$ cat config.mk
export PLATFORM = sky130hd
export DESIGN_NAME = ins_mem_loader
export DESIGN_NICKNAME = d
export VERILOG_FILES = /design/src/rtl/ins_mem_loader.sv
export SDC_FILE = /design/constraint.sdc
export NUM_CORES = 1
export LEC_CHECK = 0
export BUFFER_PORTS_ARGS = -buffer_cell sky130_fd_sc_hd__buf_2
export CORE_AREA = 5 5 111 113
export DETAILED_ROUTE_END_ITERATION = 8
export DIE_AREA = 0 0 116 118
export HOLD_SLACK_MARGIN = 0.06
export PLACE_DENSITY = 0.65
export SYNTH_ARGS = -nofsm -noshare
export SYNTH_HDL_FRONTEND = slang
export SYNTH_SLANG_ARGS = --single-unit
export TNS_END_PERCENT = 30
$ cat constraint.sdc
create_clock -name clk -period 1.8 [get_ports clk]
set_clock_uncertainty 0.05 [all_clocks]
set_input_delay 0.36 -clock clk [delete_from_list [all_inputs] [get_ports clk]]
set_output_delay 0.36 -clock clk [all_outputs]
set_load 0.005 [all_outputs]
$ cat src/rtl/ins_mem_loader.sv
`default_nettype none
// +--------------------------------------------------------------------------+
// | ins_mem_loader                                                           |
// | Packs a byte stream little-endian into instruction words and writes them |
// | to consecutive instruction-memory addresses from 0, holding the core.    |
// | Revision: 1.0                                                            |
// +--------------------------------------------------------------------------+
module ins_mem_loader #(
    parameter  int INSTRUCTION_WIDTH = 32,
    parameter  int MEMORY_DEPTH      = 256,
    localparam int ADDRESS_WIDTH     = $clog2(MEMORY_DEPTH),
    localparam int BYTES_PER_WORD    = INSTRUCTION_WIDTH / 8
) (
    input  logic                         clk,
    input  logic                         rstN,
    input  logic                         start,
    input  logic [ADDRESS_WIDTH:0]       word_count,
    input  logic [7:0]                   rx_data,
    input  logic                         rx_valid,
    output logic                         wr_en,
    output logic [ADDRESS_WIDTH-1:0]     wr_addr,
    output logic [INSTRUCTION_WIDTH-1:0] wr_data,
    output logic                         busy,
    output logic                         done
);

    localparam int BYTE_IDX_WIDTH = (BYTES_PER_WORD > 1) ? $clog2(BYTES_PER_WORD) : 1;
    localparam logic [ADDRESS_WIDTH:0]    c_depth     = (ADDRESS_WIDTH + 1)'(MEMORY_DEPTH);
    localparam logic [ADDRESS_WIDTH:0]    c_word_one  = (ADDRESS_WIDTH + 1)'(1);
    localparam logic [BYTE_IDX_WIDTH-1:0] c_byte_one  = BYTE_IDX_WIDTH'(1);
    localparam logic [BYTE_IDX_WIDTH-1:0] c_last_lane = BYTE_IDX_WIDTH'(BYTES_PER_WORD - 1);

    typedef enum logic [1:0] {
        IDLE    = 2'd0,
        RECEIVE = 2'd1,
        WRITE   = 2'd2,
        DONE    = 2'd3
    } state_t;

    state_t                         r_state;
    logic [BYTE_IDX_WIDTH-1:0]      r_byte_idx;
    logic [ADDRESS_WIDTH:0]         r_word_idx;
    logic [ADDRESS_WIDTH:0]         r_count;
    logic [INSTRUCTION_WIDTH-1:0]   r_word;
    logic                           r_wr_en;
    logic [ADDRESS_WIDTH-1:0]       r_wr_addr;
    logic [INSTRUCTION_WIDTH-1:0]   r_wr_data;
    logic                           r_busy;
    logic                           r_done;

    logic [ADDRESS_WIDTH:0]         w_count_sat;
    logic                           w_final;
    logic                           w_accept;
    logic                           w_last_lane;
    logic [INSTRUCTION_WIDTH-1:0]   w_word;

    assign w_count_sat = (word_count > c_depth) ? c_depth : word_count;
    assign w_final     = (r_word_idx == r_count);
    // A byte seen during WRITE starts the next word, unless that write was the last one.
    assign w_accept    = rx_valid && ((r_state == RECEIVE) || ((r_state == WRITE) && !w_final));
    assign w_last_lane = (r_byte_idx == c_last_lane);

    always_comb begin
        w_word = r_word;
        w_word[8*int'(r_byte_idx) +: 8] = rx_data;
    end

    always_ff @(posedge clk) begin
        if (!rstN) begin
            r_state    <= IDLE;
            r_byte_idx <= '0;
            r_word_idx <= '0;
            r_count    <= '0;
            r_word     <= '0;
            r_wr_en    <= 1'b0;
            r_wr_addr  <= '0;
            r_wr_data  <= '0;
            r_busy     <= 1'b0;
            r_done     <= 1'b0;
        end else begin
            r_wr_en <= 1'b0;
            case (r_state)
                IDLE, DONE: begin
                    if (start) begin
                        r_count    <= w_count_sat;
                        r_byte_idx <= '0;
                        r_word_idx <= '0;
                        if (w_count_sat == '0) begin
                            r_state <= DONE;
                            r_busy  <= 1'b0;
                            r_done  <= 1'b1;
                        end else begin
                            r_state <= RECEIVE;
                            r_busy  <= 1'b1;
                            r_done  <= 1'b0;
                        end
                    end
                end
                WRITE: begin
                    if (w_final) begin
                        r_state <= DONE;
                        r_busy  <= 1'b0;
                        r_done  <= 1'b1;
                    end else begin
                        r_state <= RECEIVE;
                    end
                end
                default: begin
                end
            endcase

            // Byte capture overrides the next state when it completes a word.
            if (w_accept) begin
                r_word <= w_word;
                if (w_last_lane) begin
                    r_byte_idx <= '0;
                    r_wr_en    <= 1'b1;
                    r_wr_addr  <= r_word_idx[ADDRESS_WIDTH-1:0];
                    r_wr_data  <= w_word;
                    r_word_idx <= r_word_idx + c_word_one;
                    r_state    <= WRITE;
                end else begin
                    r_byte_idx <= r_byte_idx + c_byte_one;
                end
            end
        end
    end

    assign wr_en   = r_wr_en;
    assign wr_addr = r_wr_addr;
    assign wr_data = r_wr_data;
    assign busy    = r_busy;
    assign done    = r_done;

endmodule
`default_nettype wire

==> run_results.csv, run 1 <==
group,metric,value,unit
logic_synthesis,synth-seq-cells,97,
cts,cts_buffers,9,
logic_synthesis,synth_most_common_cell,"dfxtp_1",
power,p_clk_share,39.4,%
finish,area_delta_synth_final,30.97,%
grt,overflow,0,
drt,avgViaCountPerCell,5.581,
timing,report.final.setup_viol,74,
worst_hold_path,hold_class,"in -> reg",
power,powerDensity,780.1,nW/um2
cts,clock_latency,0.35,ns
logic_synthesis,synth_cells,576,
placed_design,hpwlAfterDp,9057,um
drt,vias,4554,
critical_path,required,1.99,ns
placed_design,place_area,5731,um2
critical_path,cpMaxStageDelayCell,"or4_4",
timing,tns,-7.361,ns
drt,drt-wirelength-per-cell,16.66,um
finish,fillers,1014,
cts,cts_tree,"yes",
logic_synthesis,yosysSeqAreaShare,39.66,%
power,p_sw_share,26.11,%
logic_synthesis,async_flop_share,0,%
critical_path,crit_path_max_incr_delay,0.47,ns
grt,grt_usage,19.39,%
drt,dr.pass1.iters,5,
power,power.leakage,2.945,nW
timing,holdWs,0.2737,ns
critical_path,startpoint_type,"flip-flop",
critical_path,critPathKind,"reg -> reg",
placed_design,gp_congestion,0.8094,
critical_path,worstPathArrival,2.12,ns
timing,rsz0062_at_grt,"true",
logic_synthesis,synth_edf_count,0,
power,power_frac_comb,15.4,%
logic_synthesis,synth_flop_cell,"dfxtp_1",
cts,cts.sinks,97,
timing,slew_headroom,77.36,%
floorplanning,die_x,116,um
flow_run,drv_cap,0,
floorplanning,core,11220,um2
logic_synthesis,netlist_top_cells_area,"dfxtp_1 40%, a211oi_1 9.8%, o211a_1 6.7%, inv_1 5.5%, a21o_1 5.1%",
finish,antenna_cells,0,
timing,hold_violations,0,
power,ir_worst_vdd,0.5041,mV
critical_path,critPathTopFamily,"simple AND/OR/NAND/NOR gates",
timing,timing.fmax,518.0,MHz
timing,setup_ws,-0.1304,ns
logic_synthesis,netlist.area_leader.share,39.66,%
cts,h-tree-depth,3,
placed_design,dp.cells,792,
drt,final_antenna_net_count,0,
run_status,violations,"negative setup slack",
cts,clk_pin_slew_worst_paths,0.07,ns
floorplanning,dieArea,13690,um2
power,p_seq_share,45.2,%
critical_path,end_kind,"flip-flop",
logic_synthesis,syn-num-nets,607,
grt,first_global_vias,4429,
floorplanning,rows,39,
finish,drive_above_1_share,30.61,%
logic_synthesis,synth.largest_area_cell,"dfxtp_1",
run_status,status,"finished with violations",
logic_synthesis,syn_area_per_cell,8.500,um2
finish,stdcell_count,816,
placed_design,portBuffers,63,
cts,cts-root-buf,"clkbuf_16",
drt,drc_errors,0,
grt,grt_pass1_wl,21650,um
logic_synthesis,ys_warn_count,0,
critical_path,path_cells,"xnor2_1, nand3_2, buf_6, or4_4, buf_12, a21o_1, o211a_1",
floorplanning,die_h,118,um
finish,finish.utilization,57.13,%
finish,layout.nets,700,
timing,finalCriticalPeriod,1.930,ns
logic_synthesis,yosys-top-cells-count,"97 x dfxtp_1, 72 x inv_1, 64 x a211oi_1",
floorplanning,io_pins,64,
power,power_switching,1.306,mW
cts,cts_buffer_depth,2,
timing,period_share,107.2,%
power,power.total,5.002,mW
cts,cts_hold_buffers,0,
placed_design,pre_cts_ws,-0.2476,ns
drt,first_iter_violations,275,
drt,finalWirelength,13600,um
grt,antenna_found_initial,0,
critical_path,cp_num_buf_inv,2,
timing,worstMarginPinSlew,0.3365,ns
power,intPower,3.696,mW
timing,slew_viol_final,0,
logic_synthesis,synth_cell_types,45,
floorplanning,initial_core_util,43.62,%
finish,final_area,6412,um2
grt,grt_max_degree,34,
critical_path,crit_fanout,33,
logic_synthesis,syn_area,4896,um2
## kinds of logic after synthesis
| kind of cell | count (synthesis) | share of synthesized area (%) |
|---|---|---|
| adder cells (fa/ha/maj) | 10 | 2.556 |
| flip-flops | 97 | 39.66 |
| XOR/XNOR | 9 | 1.763 |
| AND/OR/NAND/NOR | 104 | 10.43 |
| buffers and inverters | 124 | 10.66 |
| AO/OA/AOI/OAI | 232 | 34.94 |
## path summary, 6_finish.rpt
path / to / slack (ns) / startpoint / cells after the start
worst min register to register: wr_data[31]$_SDFFE_PN0P_ / 0.41 / wr_data[31]$_SDFFE_PN0P_ / 2
worst max register to register: r_word[6]$_SDFFE_PN0P_ / -0.13 / r_word_idx[5]$_SDFF_PN0_ / 7
worst min-delay path: r_count[8]$_SDFFE_PN0P_ / 0.27 / start / 3
worst max-delay path: r_word[6]$_SDFFE_PN0P_ / -0.13 / r_word_idx[5]$_SDFF_PN0_ / 7
## state kept, by name, summed over array words and instances, names as in the netlist, 2 cells and up
register    flops
r_count         9
r_state         2
wr_data        32
wr_addr         8
r_word_idx      9
r_word         32
r_byte_idx      2
## area by class of cell
class | count | area (um2) | area share (%)
multi-input cells | 355 | 2636 | 41.11
flip-flops and latches | 97 | 1953 | 30.46
repair buffers | 134 | 1069 | 16.66
inverters | 72 | 270.3 | 4.215
clock buffers | 11 | 252.7 | 3.941
well taps | 143 | 178.9 | 2.790
clock inverters | 4 | 52.55 | 0.8195
## cells in the final DEF (no fill, tap or decap), drive strengths merged, types with 14 or more instances in the layout
master / Yosys / routed
buf: 20 / 131
dfxtp: 97 / 97
inv: 72 / 71
a211oi: 64 / 64
nand2: 51 / 51
o21ai: 40 / 40
a21o: 33 / 33
o211a: 33 / 33
a21oi: 22 / 22
o211ai: 18 / 18
nor2: 16 / 16
clkbuf: 32 / 14
## routing by layer
metal,part of all wire [%],GRT usage [%],vias up
met3,4.9,3.599,19
met1,44,24.58,2178
met4,1.7,6.164,0
met5,0,0,-
met2,49,32.88,118
li1,-,-,2239
## tightest hold or removal path, delay by kind of cell
| kind | cells | cell delay (ns) |
|---|---|---|
| simple gates | 1 | 0.07 |
| buf+inv | 1 | 0.14 |
| compound gates | 1 | 0.05 |
## power groups by stage
| stage | clock, mW | sequential (mW) | combinational, mW |
|---|---|---|---|
| floorplan | 0 | 2.30 | 0.475 |
| global placement | 0 | 2.30 | 0.676 |
| detailed placement | 0 | 2.30 | 0.699 |
| CTS | 2.01 | 2.26 | 0.734 |
| global route | 2.11 | 2.26 | 0.837 |
| finish | 1.97 | 2.26 | 0.770 |
## timing repair
| action | CTS | global route |
|---|---|---|
| resized for setup | 41 | 33 |
| buffers inserted | 3 | 2 |
| setup endpoints to repair | 87 | 95 |
| gates cloned | 1 | 3 |
| pin swaps | 19 | 20 |
| endpoints found under the hold margin | 0 | 0 |
Power figures use the tool's default switching activity.
==> inputs of run 2 (changes only) <==
--- a/config.mk
+++ b/config.mk
@@ -10,7 +10,7 @@
 export DETAILED_ROUTE_END_ITERATION = 8
 export DIE_AREA = 0 0 116 118
 export HOLD_SLACK_MARGIN = 0.06
-export PLACE_DENSITY = 0.65
+export PLACE_DENSITY = 0.62
 export SYNTH_ARGS = -nofsm -noshare
 export SYNTH_HDL_FRONTEND = slang
 export SYNTH_SLANG_ARGS = --single-unit
==> constraint.sdc (replaced) <==
create_clock -name clk -period 2.4 [get_ports clk]
set_clock_uncertainty 0.05 [all_clocks]
set_input_delay 0.48 -clock clk [delete_from_list [all_inputs] [get_ports clk]]
set_output_delay 0.48 -clock clk [all_outputs]
set_load 0.005 [all_outputs]
==> run 2 against run 1 <==
Effect of this change: the flow now finishes without violations; design area down 12%; via count down 5.2%; critical path depth down 1.
==> run_results.csv, run 2 (synthesis results as in run 1) <==
group,metric,value,unit
floorplanning,initial_core_util,43.62,%
placed_design,portBuffers,63,
grt,grt_max_degree,62,
critical_path,crit_path_max_incr_delay,0.54,ns
critical_path,path_cells,"xnor2_1, nand3_1, or4_1, buf_4, a21o_1, o211a_1",
finish,antenna_cells,0,
flow_run,drv_cap,0,
cts,h-tree-depth,3,
drt,finalWirelength,12340,um
drt,final_antenna_net_count,0,
grt,first_global_vias,4064,
cts,clock_latency,0.34,ns
critical_path,end_kind,"flip-flop",
cts,cts-root-buf,"clkbuf_16",
timing,rsz0062_at_grt,"false",
cts,post_cts_buffers,0,
timing,slew_headroom,65.68,%
critical_path,crit_fanout,34,
finish,stdcell_count,773,
grt,antenna_found_initial,0,
floorplanning,die_h,118,um
timing,report.final.setup_viol,0,
finish,finish.utilization,50.56,%
placed_design,place_area,5395,um2
critical_path,ff2ff_path_depth,6,
timing,worstMarginPinSlew,0.5126,ns
timing,finalCriticalPeriod,2.182,ns
critical_path,worstPathArrival,2.37,ns
timing,tns,0,ns
cts,cts_tree,"yes",
floorplanning,die_x,116,um
drt,first_iter_violations,316,
placed_design,dp.cells,758,
critical_path,reg2reg_to,"r_word[29]$_SDFFE_PN0P_",
critical_path,critPathLaunch,"r_word_idx[2]$_SDFF_PN0_",
timing,slew_viol_final,0,
drt,dr.pass1.iters,5,
critical_path,cpMaxStageDelayCell,"or4_1",
drt,drt-wirelength-per-cell,15.97,um
grt,overflow,0,
grt,grt_pass1_wl,20530,um
finish,final_area,5674,um2
finish,layout.nets,657,
grt,grt_usage,18.52,%
cts,cts_buffers,9,
floorplanning,core,11220,um2
power,ir_worst_vdd,0.2653,mV
placed_design,gp_congestion,0.8190,
floorplanning,dieArea,13690,um2
finish,final_common_cell,"dfxtp_1",
power,power.leakage,2.587,nW
worst_hold_path,hold_class,"in -> reg",
critical_path,r2r_start,"r_word_idx[2]$_SDFF_PN0_",
cts,cts.sinks,97,
timing,timing.fmax,458.4,MHz
finish,area_delta_synth_final,15.90,%
drt,avgViaCountPerCell,5.585,
timing,holdWs,0.3985,ns
cts,clk_pin_slew_worst_paths,0.06,ns
cts,post_cts_resized,0,
placed_design,hpwlAfterDp,8436,um
critical_path,required,2.59,ns
run_status,status,"finished, final reports clean",
finish,drive_above_1_share,18.10,%
finish,final_cell_mix,"96 x dfxtp_1, 71 x inv_1, 64 x a211oi_1",
critical_path,rrSetupSlack,0.22,ns
cts,cts_buffer_depth,2,
critical_path,crit_end,"r_word[29]$_SDFFE_PN0P_",
drt,vias,4317,
floorplanning,io_pins,64,
cts,cts_hold_buffers,0,
critical_path,startpoint_type,"flip-flop",
floorplanning,rows,39,
timing,period_share,90.90,%
power,powerDensity,625.1,nW/um2
timing,hold_violations,0,
critical_path,critPathKind,"reg -> reg",
drt,drc_errors,0,
==> run 2: changes by cell type in the layout (fill, tap and decap cells not counted), moves of 5 or more <==
cell,change
buf_12,-7
o21ai_1,-7
dfxtp_2,-8
buf_4,-27
xnor2_2,-5
o21ai_0,+22
o21ai_2,-15
a211oi_2,-7
a211oi_1,+7
dfxtp_1,+8
xnor2_1,+5
==> run 2: critical path: cells and delay by family, from the launching register on <==
family          cells  cell delay (ns)
xor+xnor            1             0.15
simple gates        2             0.75
compound gates      2             0.33
flops               1             0.48
buf+inv             1             0.29
==> run 2: final cells by class <==
cell class / count / area (um2)
clock buffer: 11 / 232.7
inverter: 72 / 270.3
clock inverter: 4 / 45.04
sequential: 97 / 1943
multi-input combinational: 355 / 2441
fill: 1084 / 5549
tap: 143 / 178.9
timing repair buffer: 91 / 563.0
==> run 2: per-stage QoR <==
step	worst slack [ns]	power, mW
3_5_place_dp	0.2425	2.192
6_report	0.2184	3.547
5_1_grt	0.09381	3.703
3_3_place_gp	0.2780	2.174
4_1_cts	0.2188	3.582
2_1_floorplan	0.4664	2.074
==> run 2: layer usage <==
layer	vias up	share of wire, %	track usage [%]
met5	-	0	0
met4	0	1.9	7.324
met3	14	4.9	2.622
met2	104	45	27.41
met1	2038	49	26.86
li1	2161	-	-
==> run 2: worst min-delay path by stage <==
stage	start	endpoint	slack, ns	depth (start not counted)
after floorplan	r_count[8]$_SDFFE_PN0P_	r_count[8]$_SDFFE_PN0P_	0.40	2
after global placement	wr_data[21]$_SDFFE_PN0P_	wr_data[21]$_SDFFE_PN0P_	0.39	2
after detailed placement	wr_data[24]$_SDFFE_PN0P_	wr_data[24]$_SDFFE_PN0P_	0.39	2
after CTS	start	r_count[8]$_SDFFE_PN0P_	0.39	3
after global routing	start	r_count[8]$_SDFFE_PN0P_	0.40	3
final	start	r_count[8]$_SDFFE_PN0P_	0.40	3
==> run 2: where the power goes <==
group / switching [mW] / internal, mW / leakage, nW
clock network: 0.593 / 0.797 / 0.139
logic: 0.288 / 0.176 / 1.66
registers: 0.0303 / 1.66 / 0.785
==> inputs of run 3 (changes only) <==
==> constraint.sdc (replaced) <==
create_clock -name clk -period 2.4 [get_ports clk]
set_clock_uncertainty 0.05 [all_clocks]
set_input_delay 0.36 -clock clk [delete_from_list [all_inputs] [get_ports clk]]
set_output_delay 0.36 -clock clk [all_outputs]
set_load 0.005 [all_outputs]
==> run 3 against run 2 <==
Effect of this change: utilization down 0.14 points; setup slack got worse by 0.0013 ns; register-to-register slack about the same; critical path type unchanged; combinational power about the same; highest routed layer unchanged; via count down 0.93%; critical endpoint unchanged.
==> run_results.csv, run 3 (synthesis results as in run 1) <==
group,metric,value,unit
run_status,status,"finished, final reports clean",
grt,grt.met2_usage,28.38,%
critical_path,crit_fanout,34,
power,power.total,3.520,mW
finish,final_cell_mix,"96 x dfxtp_1, 71 x inv_1, 64 x a211oi_1",
cts,post_cts_buffers,0,
timing,holdWs,0.2875,ns
timing,rsz0062_at_grt,"false",
critical_path,crit_path_max_incr_delay,0.62,ns
cts,clk_pin_slew_worst_paths,0.07,ns
grt,grt_usage,18.82,%
floorplanning,io_pins,64,
drt,avgViaCountPerCell,5.533,
critical_path,cpMaxStageDelayCell,"or4_1",
drt,drt-wirelength-per-cell,16.19,um
power,p_sw_share,26.39,%
power,power_switching,928.8,uW
cts,h-tree-depth,3,
timing,tns,0,ns
critical_path,end_kind,"flip-flop",
finish,final_common_cell,"dfxtp_1",
cts,cts_tree,"yes",
timing,setup_ws,0.2172,ns
drt,first_iter_violations,217,
placed_design,gp_congestion,0.8234,
drt,dr.pass1.iters,5,
finish,drive_above_1_share,18.10,%
power,intPower,2.591,mW
worst_hold_path,hp-start,"start",
worst_hold_path,hold_class,"in -> reg",
cts,cts-root-buf,"clkbuf_16",
power,powerDensity,622.1,nW/um2
finish,final_area,5658,um2
grt,grt_max_degree,62,
placed_design,pre_cts_ws,0.2350,ns
cts,cts.sinks,97,
flow_run,drv_cap,0,
timing,slew_headroom,54.00,%
finish,finish.utilization,50.41,%
grt,first_global_vias,4089,
timing,worstMarginPinSlew,0.6900,ns
placed_design,hpwlAfterDp,8355,um
finish,stdcell_count,773,
timing,report.final.setup_viol,0,
floorplanning,die_x,116,um
critical_path,reg2reg_to,"r_word[29]$_SDFFE_PN0P_",
drt,vias,4277,
floorplanning,die_h,118,um
placed_design,place_area,5383,um2
critical_path,path_cells,"xnor2_1, nand4_2, or4_1, buf_4, a21o_1, o211a_1",
floorplanning,initial_core_util,43.62,%
cts,clock_latency,0.35,ns
worst_hold_path,whs_endpoint,"r_count[8]$_SDFFE_PN0P_",
critical_path,critPathKind,"reg -> reg",
grt,grt_busiest_layer,"met2",
timing,timing.fmax,458.1,MHz
critical_path,startpoint_type,"flip-flop",
critical_path,rrSetupSlack,0.22,ns
cts,cts_buffer_depth,2,
floorplanning,core,11220,um2
power,power.leakage,2.579,nW
power,ir_worst_vdd,0.3531,mV
power,p_seq_share,48.1,%
critical_path,ff2ff_path_depth,6,
critical_path,required,2.59,ns
drt,drc_errors,0,
drt,finalWirelength,12510,um
timing,hold_violations,0,
finish,fillers,1087,
power,power_frac_comb,13.2,%
timing,period_share,90.95,%
finish,area_delta_synth_final,15.56,%
finish,antenna_cells,0,
timing,slew_viol_final,0,
placed_design,portBuffers,63,
power,p_clk_share,38.7,%
grt,grt_pass1_wl,20680,um
cts,cts_buffers,9,
floorplanning,rows,39,
placed_design,dp.cells,758,
worst_hold_path,min_path_cells,3,
timing,finalCriticalPeriod,2.183,ns
finish,layout.nets,657,
floorplanning,dieArea,13690,um2
grt,global_route.usage.met3,3.496,%
grt,overflow,0,
grt,grt_util_met1,26.56,%
critical_path,worstPathArrival,2.38,ns
grt,antenna_found_initial,0,
cts,cts_hold_buffers,0,
drt,final_antenna_net_count,0,
cts,post_cts_resized,0,
critical_path,r2r_start,"r_word_idx[7]$_SDFF_PN0_",
==> run 3: cell types whose count changed in the layout (fill, tap and decap cells not counted), sizes merged <==
cell / previous run / this run
clkbuf: 11 / 13
bufinv: 1 / 0
clkinv: 4 / 3
==> run 3: metal layers <==
metal,wire length [um],up-vias
met3,755,14
met4,206,0
li1,-,2164
met2,5710,93
met5,0,-
met1,5842,2006
==> run 3: area by class of cell <==
class	count	area, um2	area share [%]
well taps	143	178.9	3.162
inverters	72	270.3	4.777
multi-input cells	355	2441	43.14
flip-flops and latches	97	1943	34.34
clock inverters	2	13.76	0.2433
repair buffers	91	550.5	9.730
clock buffers	13	260.3	4.600
==> run 3: critical path: cells and delay by family (launching register included) <==
kind / cells / cell delay (ns)
XOR/XNOR: 1 / 0.16
AND/OR/NAND/NOR: 2 / 0.80
AO/OA/AOI/OAI: 2 / 0.33
flip-flops: 1 / 0.43
buffers and inverters: 1 / 0.29
==> run 3: how the worst max path moves through the flow <==
stage                                          start                        to  cells past startpoint  slack [ns]
after global routing        r_word_idx[7]$_SDFF_PN0_   r_word[28]$_SDFFE_PN0P_                      6        0.08
after detailed placement    r_word_idx[7]$_SDFF_PN0_   r_word[29]$_SDFFE_PN0P_                      6        0.23
after CTS                 r_byte_idx[0]$_SDFFE_PN0P_  wr_data[31]$_SDFFE_PN0P_                      8        0.22
after global placement    r_byte_idx[0]$_SDFFE_PN0P_  wr_data[15]$_SDFFE_PN0P_                      7        0.28
final                       r_word_idx[7]$_SDFF_PN0_   r_word[29]$_SDFFE_PN0P_                      6        0.22
after floorplan           r_byte_idx[0]$_SDFFE_PN0P_  wr_data[24]$_SDFFE_PN0P_                      8        0.47
==> run 3: power by group through the flow <==
stage | clock [mW] | combinational, mW | sequential [mW]
after CTS | 1.40 | 0.463 | 1.69
after global placement | 0 | 0.447 | 1.73
after floorplan | 0 | 0.351 | 1.72
after detailed placement | 0 | 0.461 | 1.73
after global routing | 1.47 | 0.512 | 1.70
final | 1.36 | 0.463 | 1.69
